**src/rtl/sobel_window3x3_if.sv**
```systemverilog
// sobel_window3x3_if
// Groups the pixel-in and window-out handshakes of sobel_window3x3.
//   pix_in/in_valid/in_ready : raster-order pixel stream into the block
//   z1..z9                   : 3x3 window, row-major (z1 top-left, z5 centre, z9 bottom-right)
//   out_valid/out_ready      : window handshake
//   out_last                 : last window of the frame, qualified by out_valid
// master = pixel source / window sink; slave = the window generator.
interface sobel_window3x3_if;
  logic [7:0] pix_in;
  logic       in_valid;
  logic       in_ready;
  logic [7:0] z1, z2, z3, z4, z5, z6, z7, z8, z9;
  logic       out_valid;
  logic       out_ready;
  logic       out_last;

  modport master (
    output pix_in, in_valid, out_ready,
    input  in_ready, z1, z2, z3, z4, z5, z6, z7, z8, z9, out_valid, out_last
  );

  modport slave (
    input  pix_in, in_valid, out_ready,
    output in_ready, z1, z2, z3, z4, z5, z6, z7, z8, z9, out_valid, out_last
  );
endinterface

```
**src/rtl/sobel_window3x3.sv**
```systemverilog
// sobel_window3x3
// Turns a raster-order 8-bit pixel stream into 3x3 windows for a Sobel stage. Two line buffers
// hold the previous two rows; a 3x3 shift register forms the window. Only interior windows
// (accepted pixel at row>=2, col>=2) are emitted, so no border padding is ever produced.
// Ports:
//   clk    : clock, rising edge
//   rst    : synchronous active-high reset
//   io_win : slave side of sobel_window3x3_if (pixel in, window out, handshakes, out_last)
module sobel_window3x3 #(
  parameter int unsigned IMG_W = 64,
  parameter int unsigned IMG_H = 64
) (
  input logic               clk,
  input logic               rst,
  sobel_window3x3_if.slave  io_win
);
  localparam int unsigned ColW = $clog2(IMG_W);
  localparam int unsigned RowW = $clog2(IMG_H);
  localparam logic [ColW-1:0] ColMax = ColW'(IMG_W - 1);
  localparam logic [RowW-1:0] RowMax = RowW'(IMG_H - 1);
  localparam logic [ColW-1:0] ColTwo = ColW'(2);
  localparam logic [RowW-1:0] RowTwo = RowW'(2);

  logic [ColW-1:0] r_col;
  logic [RowW-1:0] r_row;
  logic [7:0]      r_lb1 [IMG_W];  // row r-1
  logic [7:0]      r_lb2 [IMG_W];  // row r-2
  logic [7:0]      r_win [9];      // row-major, index 0 = z1
  logic            r_out_valid;
  logic            r_out_last;

  logic w_accept;
  logic w_col_wrap;
  logic w_row_wrap;
  logic w_qualify;

  // Single output stage: a new window may load in the same cycle the old one is consumed.
  assign io_win.in_ready = !r_out_valid || io_win.out_ready;
  assign w_accept        = io_win.in_valid && io_win.in_ready;
  assign w_col_wrap      = (r_col == ColMax);
  assign w_row_wrap      = (r_row == RowMax);
  // Column gating also discards window columns left over from the previous row.
  assign w_qualify       = (r_row >= RowTwo) && (r_col >= ColTwo);

  // Line buffers are deliberately not reset; the qualify gate keeps stale rows off the outputs.
  always_ff @(posedge clk) begin
    if (!rst && w_accept) begin
      r_lb2[r_col] <= r_lb1[r_col];
      r_lb1[r_col] <= io_win.pix_in;
    end
  end

  always_ff @(posedge clk) begin
    if (rst) begin
      r_col       <= '0;
      r_row       <= '0;
      r_out_valid <= 1'b0;
      r_out_last  <= 1'b0;
      for (int i = 0; i < 9; i++) begin
        r_win[i] <= '0;
      end
    end else if (w_accept) begin
      r_col <= w_col_wrap ? '0 : r_col + 1'b1;
      if (w_col_wrap) begin
        r_row <= w_row_wrap ? '0 : r_row + 1'b1;
      end
      // Shift left; new right column is (row r-2, row r-1, incoming pixel) at this column.
      r_win[0] <= r_win[1];
      r_win[1] <= r_win[2];
      r_win[2] <= r_lb2[r_col];
      r_win[3] <= r_win[4];
      r_win[4] <= r_win[5];
      r_win[5] <= r_lb1[r_col];
      r_win[6] <= r_win[7];
      r_win[7] <= r_win[8];
      r_win[8] <= io_win.pix_in;
      r_out_valid <= w_qualify;
      r_out_last  <= w_qualify && w_col_wrap && w_row_wrap;
    end else if (io_win.out_ready) begin
      r_out_valid <= 1'b0;
      r_out_last  <= 1'b0;
    end
  end

  assign io_win.out_valid = r_out_valid;
  assign io_win.out_last  = r_out_last;
  assign io_win.z1 = r_win[0];
  assign io_win.z2 = r_win[1];
  assign io_win.z3 = r_win[2];
  assign io_win.z4 = r_win[3];
  assign io_win.z5 = r_win[4];
  assign io_win.z6 = r_win[5];
  assign io_win.z7 = r_win[6];
  assign io_win.z8 = r_win[7];
  assign io_win.z9 = r_win[8];
endmodule

```
**src/flat_wrapper.sv**
```systemverilog
// flat-port wrapper written by rule: the top's interface ports become plain ports
module sobel_window3x3_flat 
#(
  parameter int unsigned IMG_W = 64,
  parameter int unsigned IMG_H = 64
)
  (clk, rst, io_win_pix_in, io_win_in_valid, io_win_out_ready, io_win_in_ready, io_win_z1, io_win_z2, io_win_z3, io_win_z4, io_win_z5, io_win_z6, io_win_z7, io_win_z8, io_win_z9, io_win_out_valid, io_win_out_last);
  sobel_window3x3_if io_win_i ();
  input logic clk;
  input logic rst;
  input wire logic [$bits(io_win_i.pix_in)-1:0] io_win_pix_in;
  input wire logic [$bits(io_win_i.in_valid)-1:0] io_win_in_valid;
  input wire logic [$bits(io_win_i.out_ready)-1:0] io_win_out_ready;
  output wire logic [$bits(io_win_i.in_ready)-1:0] io_win_in_ready;
  output wire logic [$bits(io_win_i.z1)-1:0] io_win_z1;
  output wire logic [$bits(io_win_i.z2)-1:0] io_win_z2;
  output wire logic [$bits(io_win_i.z3)-1:0] io_win_z3;
  output wire logic [$bits(io_win_i.z4)-1:0] io_win_z4;
  output wire logic [$bits(io_win_i.z5)-1:0] io_win_z5;
  output wire logic [$bits(io_win_i.z6)-1:0] io_win_z6;
  output wire logic [$bits(io_win_i.z7)-1:0] io_win_z7;
  output wire logic [$bits(io_win_i.z8)-1:0] io_win_z8;
  output wire logic [$bits(io_win_i.z9)-1:0] io_win_z9;
  output wire logic [$bits(io_win_i.out_valid)-1:0] io_win_out_valid;
  output wire logic [$bits(io_win_i.out_last)-1:0] io_win_out_last;
  assign io_win_i.pix_in = io_win_pix_in;
  assign io_win_i.in_valid = io_win_in_valid;
  assign io_win_i.out_ready = io_win_out_ready;
  assign io_win_in_ready = io_win_i.in_ready;
  assign io_win_z1 = io_win_i.z1;
  assign io_win_z2 = io_win_i.z2;
  assign io_win_z3 = io_win_i.z3;
  assign io_win_z4 = io_win_i.z4;
  assign io_win_z5 = io_win_i.z5;
  assign io_win_z6 = io_win_i.z6;
  assign io_win_z7 = io_win_i.z7;
  assign io_win_z8 = io_win_i.z8;
  assign io_win_z9 = io_win_i.z9;
  assign io_win_out_valid = io_win_i.out_valid;
  assign io_win_out_last = io_win_i.out_last;
  sobel_window3x3 #(.IMG_W(IMG_W), .IMG_H(IMG_H)) u_core (.clk(clk), .rst(rst), .io_win(io_win_i));
endmodule
```
**config.mk**
```make
export PLATFORM = sky130hd
export DESIGN_NAME = sobel_window3x3_flat
export DESIGN_NICKNAME = d
export VERILOG_FILES = /design/src/rtl/sobel_window3x3_if.sv /design/src/rtl/sobel_window3x3.sv /design/src/flat_wrapper.sv
export SDC_FILE = /design/constraint.sdc
export NUM_CORES = 1
export LEC_CHECK = 0
export CORE_ASPECT_RATIO = 1.5
export CORE_MARGIN = 4
export CORE_UTILIZATION = 60
export CTS_BUF_LIST = sky130_fd_sc_hd__clkbuf_8 sky130_fd_sc_hd__clkbuf_16
export DETAILED_ROUTE_END_ITERATION = 8
export PLACE_DENSITY = 0.77
export SKIP_LAST_GASP = 1
export SLEW_MARGIN = 40
export SYNTH_ARGS = -nofsm -noshare
export SYNTH_HDL_FRONTEND = slang
export SYNTH_SLANG_ARGS = --single-unit
export TNS_END_PERCENT = 1
```
**constraint.sdc**
```tcl
create_clock -name clk -period 4.5 [get_ports clk]
set_input_delay 0.9 -clock clk [delete_from_list [all_inputs] [get_ports clk]]
set_output_delay 0.9 -clock clk [all_outputs]
set_load 0.02 [all_outputs]
```
==> results of run 1 <==
==> power by group <==
part	total (uW)	switching, uW	internal (uW)
Sequential	11700	71.4	11600
Combinational	1370	861	509
Clock	7880	3570	4310
Total	20900	4500	16400
==> sequential cells by signal, summed over array words and instances (netlist names), named ones only <==
name	count
u_core.r_lb1	512
u_core.r_lb2	512
u_core.r_win	72
u_core.r_row	6
u_core.io_win.out_valid	1
u_core.r_col	6
u_core.io_win.out_last	1
==> routing by layer <==
layer  vias up  part of all wire (%)  global-route usage [%]
met3       286                   9.6                    5.22
li1       8864                     -                       -
met1     11347                    34                    37.2
met5         -                     0                       0
met4         0                   6.8                    16.3
met2      1429                    50                    45.9
==> area by class of cell <==
class                   count  area [sq um]  share of cell area [%]
repair buffers            230          2090                    4.30
well taps                 915          1140                    2.35
clock buffers              97          2430                    4.99
clock inverters            76           541                    1.11
flip-flops and latches   1116         33300                    68.5
multi-input cells         782          9090                    18.7
inverters                   9          33.8                  0.0694
==> cell families after synthesis <==
family	after synthesis	share of synthesized area (%)
AOI/OAI and AO/OA	146	2.55
adders and majority gates	4	0.116
muxes	309	14.6
buffers and inverters	124	1.75
and+or+nand+nor	316	3.59
xor gates and xnor gates	7	0.142
DFF	1116	77.2
==> worst register-to-register path, delay by kind of cell, from the launching register on <==
family,cells,cell delay (ns)
buf+inv,2,0.72
simple gates,1,0.39
compound gates,3,1.66
flops,1,0.75
==> worst max-delay path by stage <==
stage	depth (start not counted)	slack, ns	start	to
2_1_floorplan	8	0.98	register	u_core.r_lb2[0][3]
3_3_place_gp	6	0.82	io_win_in_valid	u_core.r_win[2][4]
3_5_place_dp	9	0.71	io_win_out_ready	u_core.r_lb1[59][7]
4_1_cts	6	0.74	register	u_core.r_lb2[48][7]
5_1_grt	7	0.67	register	u_core.r_lb2[36][5]
6_report	6	0.80	register	u_core.r_lb2[62][7]
==> synthesized netlist by cell type (all sizes together), types with 2 or more instances <==
| library cell | number |
|---|---|
| nor3 | 14 |
| a211oi | 5 |
| nand2 | 66 |
| xnor2 | 5 |
| edfxtp | 1096 |
| and3 | 56 |
| o2111ai | 9 |
| nand3 | 13 |
| a311oi | 10 |
| inv | 9 |
| clkbuf | 36 |
| ha | 4 |
| or3 | 6 |
| xor2 | 2 |
| o22ai | 35 |
| a22oi | 19 |
| nand2b | 4 |
| a2111oi | 7 |
| nor2 | 110 |
| o221ai | 5 |
| nor2b | 10 |
| o41ai | 6 |
| o211ai | 7 |
| o41a | 6 |
| mux4 | 247 |
| or3b | 7 |
| a21oi | 19 |
| buf | 79 |
| o21ai | 10 |
| or4 | 3 |
| a221o | 2 |
| or2 | 4 |
| mux2 | 17 |
| nand3b | 7 |
| and2 | 8 |
| dfxtp | 20 |
| nor4 | 3 |
| mux2i | 45 |
| nand4 | 4 |
==> through the flow <==
step	setup slack, ns	total power [uW]
5_1_grt	0.665	21500
3_3_place_gp	0.824	13200
3_5_place_dp	0.712	13300
6_report	0.802	20900
4_1_cts	0.738	21000
2_1_floorplan	0.984	12700
==> flow_summary.yaml, run 1 <==
status:
  status: "completed"
cells_and_area:
  fin_util_pct: 68.2
  final_area_sq_mm: 0.0487
  fill_cells: 4125
  area_growth_pct: 12.8
  diodes: 0
  drive_above_1_share_pct: 24.4
  post_layout_nonfiller_instances: 3225
  final_common_cell: "edfxtp_1"
  nNetsFinal: 2248
  final_cell_mix: "edfxtp_1, mux4_2, buf_4, nor2_1, clkbuf_16"
setup_path:
  reg2reg_slack_ns: 0.80
  cp_top_family: "compound AO/OA/AOI/OAI gates"
  worst-path-max-fanout: 39
  start_kind: "register"
  r2r_cells: 6
  crit_path_max_incr_delay_ns: 0.82
  required_ns: 4.98
  critPathKind: "register to register"
  cp_num_buf_inv: 2
  crit_chain: "buf_12, or3_1, o22ai_1, o41ai_2, o41a_2, buf_4"
  critical_path.slowest_cell: "o41a_2"
  rr_endpoint: "u_core.r_lb2[62][7]"
  cp.arrival_ns: 4.18
  worst_setup_path_end_kind: "register"
grt:
  track_usage_pct: 28.5
  grt_pass1_wl_microns: 156000
  grt_remaining_overflow: 0
  grt_max_degree: 66
  grt_pass1_vias: 22258
  grt_antenna_before_repair: 2
sta:
  rsz0062_at_grt: "false"
  period_share_pct: 82.2
  finalSetupViolCount: 0
  fmax_ghz: 0.270
  hold_slack_ns: 0.496
  slew_headroom_pct: 35.1
  drv_slew: 0
  period_needed_ns: 3.70
  skew_ns: 0.0276
  final-hold-violation-count: 0
  tightest_slew_ns: 0.960
  setup-tns-final_ns: 0
logic_synthesis:
  synth_top_area_share_pct: 76.3
  synth_cell_types: 58
  yosysWarnings: 0
  synth-seq-cells: 1116
  syn_area_sq_mm: 0.0431
  synth_edf_count: 1096
  synthCells: 2022
  yosysSeqAreaShare_pct: 77.2
  syn-num-nets: 2038
  synth_flop_cell: "edfxtp_1"
  synth_async_sr_flop_share_pct: 0
  synth_area_leaders: "edfxtp_1, mux4_2, mux4_1"
  yosysTopAreaCell: "edfxtp_1"
  syn_avg_cell_area_sq_um: 21.3
clock_tree:
  h-tree-depth: 3
  ctsHoldBuffers: 0
  cts_resized: 0
  clk_pin_slew_ns: 0.07
  clock_path_buffers: 3
  cts-root-buf: "clkbuf_16"
  worstSkewPairLatency_ns: 0.66
  cts_tree: "done"
  cts_setup_buffers: 0
  cts_made_buffers: 93
  clock-sinks: 1116
hold_path:
  hold_class: "register to register"
  min_from: "u_core.io_win.out_last"
  whs_path_depth: 2
  hold-path-endpoint: "u_core.io_win.out_last"
power_and_ir_drop:
  ir_drop_mv: 0.293
  leakage_uw: 0.0157
  powerDensity_mw_per_mm2: 430
place:
  placed_area_sq_mm: 0.0456
  placedCellCount: 3050
  place.gp.congestion: 0.935
  hpwl_microns: 67700
  port_buffers: 86
route:
  drt_iter0_markers: 2837
  routed-via-count: 21926
  drc_errors: 0
  viasPerCell: 6.80
  drt_pass1_iterations: 5
  detail-route-antenna-nets: 0
  wl_per_cell_microns: 33.1
  wl_microns: 107000
flow_run:
  maxCapViolCount: 0
die:
  die_area_sq_mm: 0.0763
  initial_utilization_pct: 60.5
  io-pin-count: 87
  die_w_microns: 227
  core-area_sq_mm: 0.0713
  std_cell_rows: 120
  die_h_microns: 336
(Power assumes the default switching activity.)
==> run 2: changes to the inputs <==
CORE_UTILIZATION = 56   (was 60)
PLACE_DENSITY = 0.76   (was 0.77)
clock period = 3.4 ns   (was 4.5 ns; I/O delays follow)
==> run 2 against run 1 <==
  * Global-route usage fell by 1.1 points
  * Worst hold slack got worse by 0.087 ns
  * Clock skew rose by 0.0035 ns
  * First-iteration DRC count rose by 2.3%
  * Clock power rose by 43%
  * Wire length rose by 3.5%
  * Core utilization fell by 3.0 points
  * Non-clock buffer count rose by 63
==> flow_summary.yaml, run 2 (same netlist as run 1, synthesis figures left out) <==
setup_path:
  crit_chain: "buf_12, mux4_2, a22oi_1, a21oi_1, o41a_2, buf_4"
  crit_path_max_incr_delay_ns: 0.62
  required_ns: 3.71
  worst-path-max-fanout: 44
  critical_path.slowest_cell: "dfxtp_4"
  cp.arrival_ns: 3.64
  start_kind: "register"
  worst_setup_path_end_kind: "register"
  critPathKind: "register to register"
die:
  die_w_microns: 235
  std_cell_rows: 124
  io-pin-count: 87
  core-area_sq_mm: 0.0763
  die_area_sq_mm: 0.0816
  die_h_microns: 348
  initial_utilization_pct: 56.5
place:
  port_buffers: 86
  placedCellCount: 3207
  place.gp.congestion: 0.986
  hpwl_microns: 71700
  placed_area_sq_mm: 0.0465
clock_tree:
  cts_resized: 1
  clock_path_buffers: 3
  ctsHoldBuffers: 0
  clock-sinks: 1116
  cts_tree: "done"
  cts-root-buf: "clkbuf_16"
  cts_setup_buffers: 0
  cts_made_buffers: 94
  clk_pin_slew_ns: 0.07
  worstSkewPairLatency_ns: 0.66
  h-tree-depth: 3
cells_and_area:
  nNetsFinal: 2312
  final_cell_mix: "edfxtp_1, mux4_2, buf_4, nor2_1, clkbuf_16"
  final_area_sq_mm: 0.0498
  top_regs: "u_core.r_lb1 x512, u_core.r_lb2 x512, u_core.r_win x72"
  area_growth_pct: 15.4
  final_common_cell: "edfxtp_1"
  drive_above_1_share_pct: 26.8
  diodes: 0
  post_layout_nonfiller_instances: 3379
power_and_ir_drop:
  powerDensity_mw_per_mm2: 577
  p_total_uw: 28700
  ir_drop_mv: 0.361
  leakage_uw: 0.0162
route:
  wl_microns: 110000
  drt_iter0_markers: 2901
  drc_errors: 0
  detail-route-antenna-nets: 0
  viasPerCell: 6.59
  wl_per_cell_microns: 32.7
  drt_pass1_iterations: 5
  routed-via-count: 22270
grt:
  grt_pass1_vias: 22587
  track_usage_pct: 27.5
  grt_pass1_wl_microns: 159000
  grt_antenna_before_repair: 1
  grt_max_degree: 66
  grt_remaining_overflow: 0
hold_path:
  hold_class: "primary input to register"
  min_from: "io_win_pix_in[6]"
status:
  status: "completed"
sta:
  fmax_ghz: 0.300
  setup-tns-final_ns: 0
  slew_headroom_pct: 41.9
  tightest_slew_ns: 0.872
  period_share_pct: 98.0
  skew_ns: 0.0310
  period_needed_ns: 3.33
  drv_slew: 0
  finalSetupViolCount: 0
  rsz0062_at_grt: "false"
  final-hold-violation-count: 0
flow_run:
  maxCapViolCount: 0
run 2: cell types whose count changed in the layout (fill, tap and decap cells not counted), sizes merged:
cell      delta
clkinvlp     -1
bufinv       +9
inv          -3
clkinv      -11
clkbuf       +4
buf         +63
run 2: metal layers:
layer  GRT usage [%]  wire length, microns  up-vias
met3            4.23                  9520      329
met4            15.8                  7720        2
met1            33.4                 36100    11539
met2            46.8                 57100     1411
li1                -                     -     8989
met5               0                    13        -
run 2: worst paths after layout:
path | end | slack [ns] | depth (start not counted)
max reg2reg | u_core.r_lb2[60][7] | 0.07 | 6
min reg2reg | u_core.io_win.out_last | 0.49 | 2
max | u_core.r_lb2[60][7] | 0.07 | 6
min | u_core.r_lb1[37][6] | 0.41 | 1
run 2: power by group:
group	internal, uW	switching (uW)	leakage [uW]	total, uW
Combinational	777	1200	0.00443	1980
Clock	6500	4790	0.00162	11300
Sequential	15400	78.2	0.0102	15400
run 2: cell type report:
type	instances	area (sq um)
well taps	1008	1260
clock buffers	101	2480
flip-flops and latches	1116	33300
fillers	4774	26600
multi-input cells	782	9100
repair buffers	293	2810
clock inverters	70	762
inverters	9	33.8
run 2: per-stage QoR:
step / util, % / hold WS [ns] / worst slack, ns
after floorplan: - / 0.493 / 0.236
after global placement: 60.9 / 0.476 / 0.116
after detailed placement: 60.9 / 0.481 / 0.0255
after CTS: 65.2 / 0.378 / 0.130
after global routing: 65.2 / 0.410 / 0.0372
final: 65.2 / 0.408 / 0.0671
run 2: worst max-delay path, delay by kind of cell, from the launching register on:
kind                   cells  cell delay (ns)
AOI/OAI and AO/OA          3             1.26
buffers and inverters      2             0.54
DFF                        1             0.62
muxes                      1             0.51
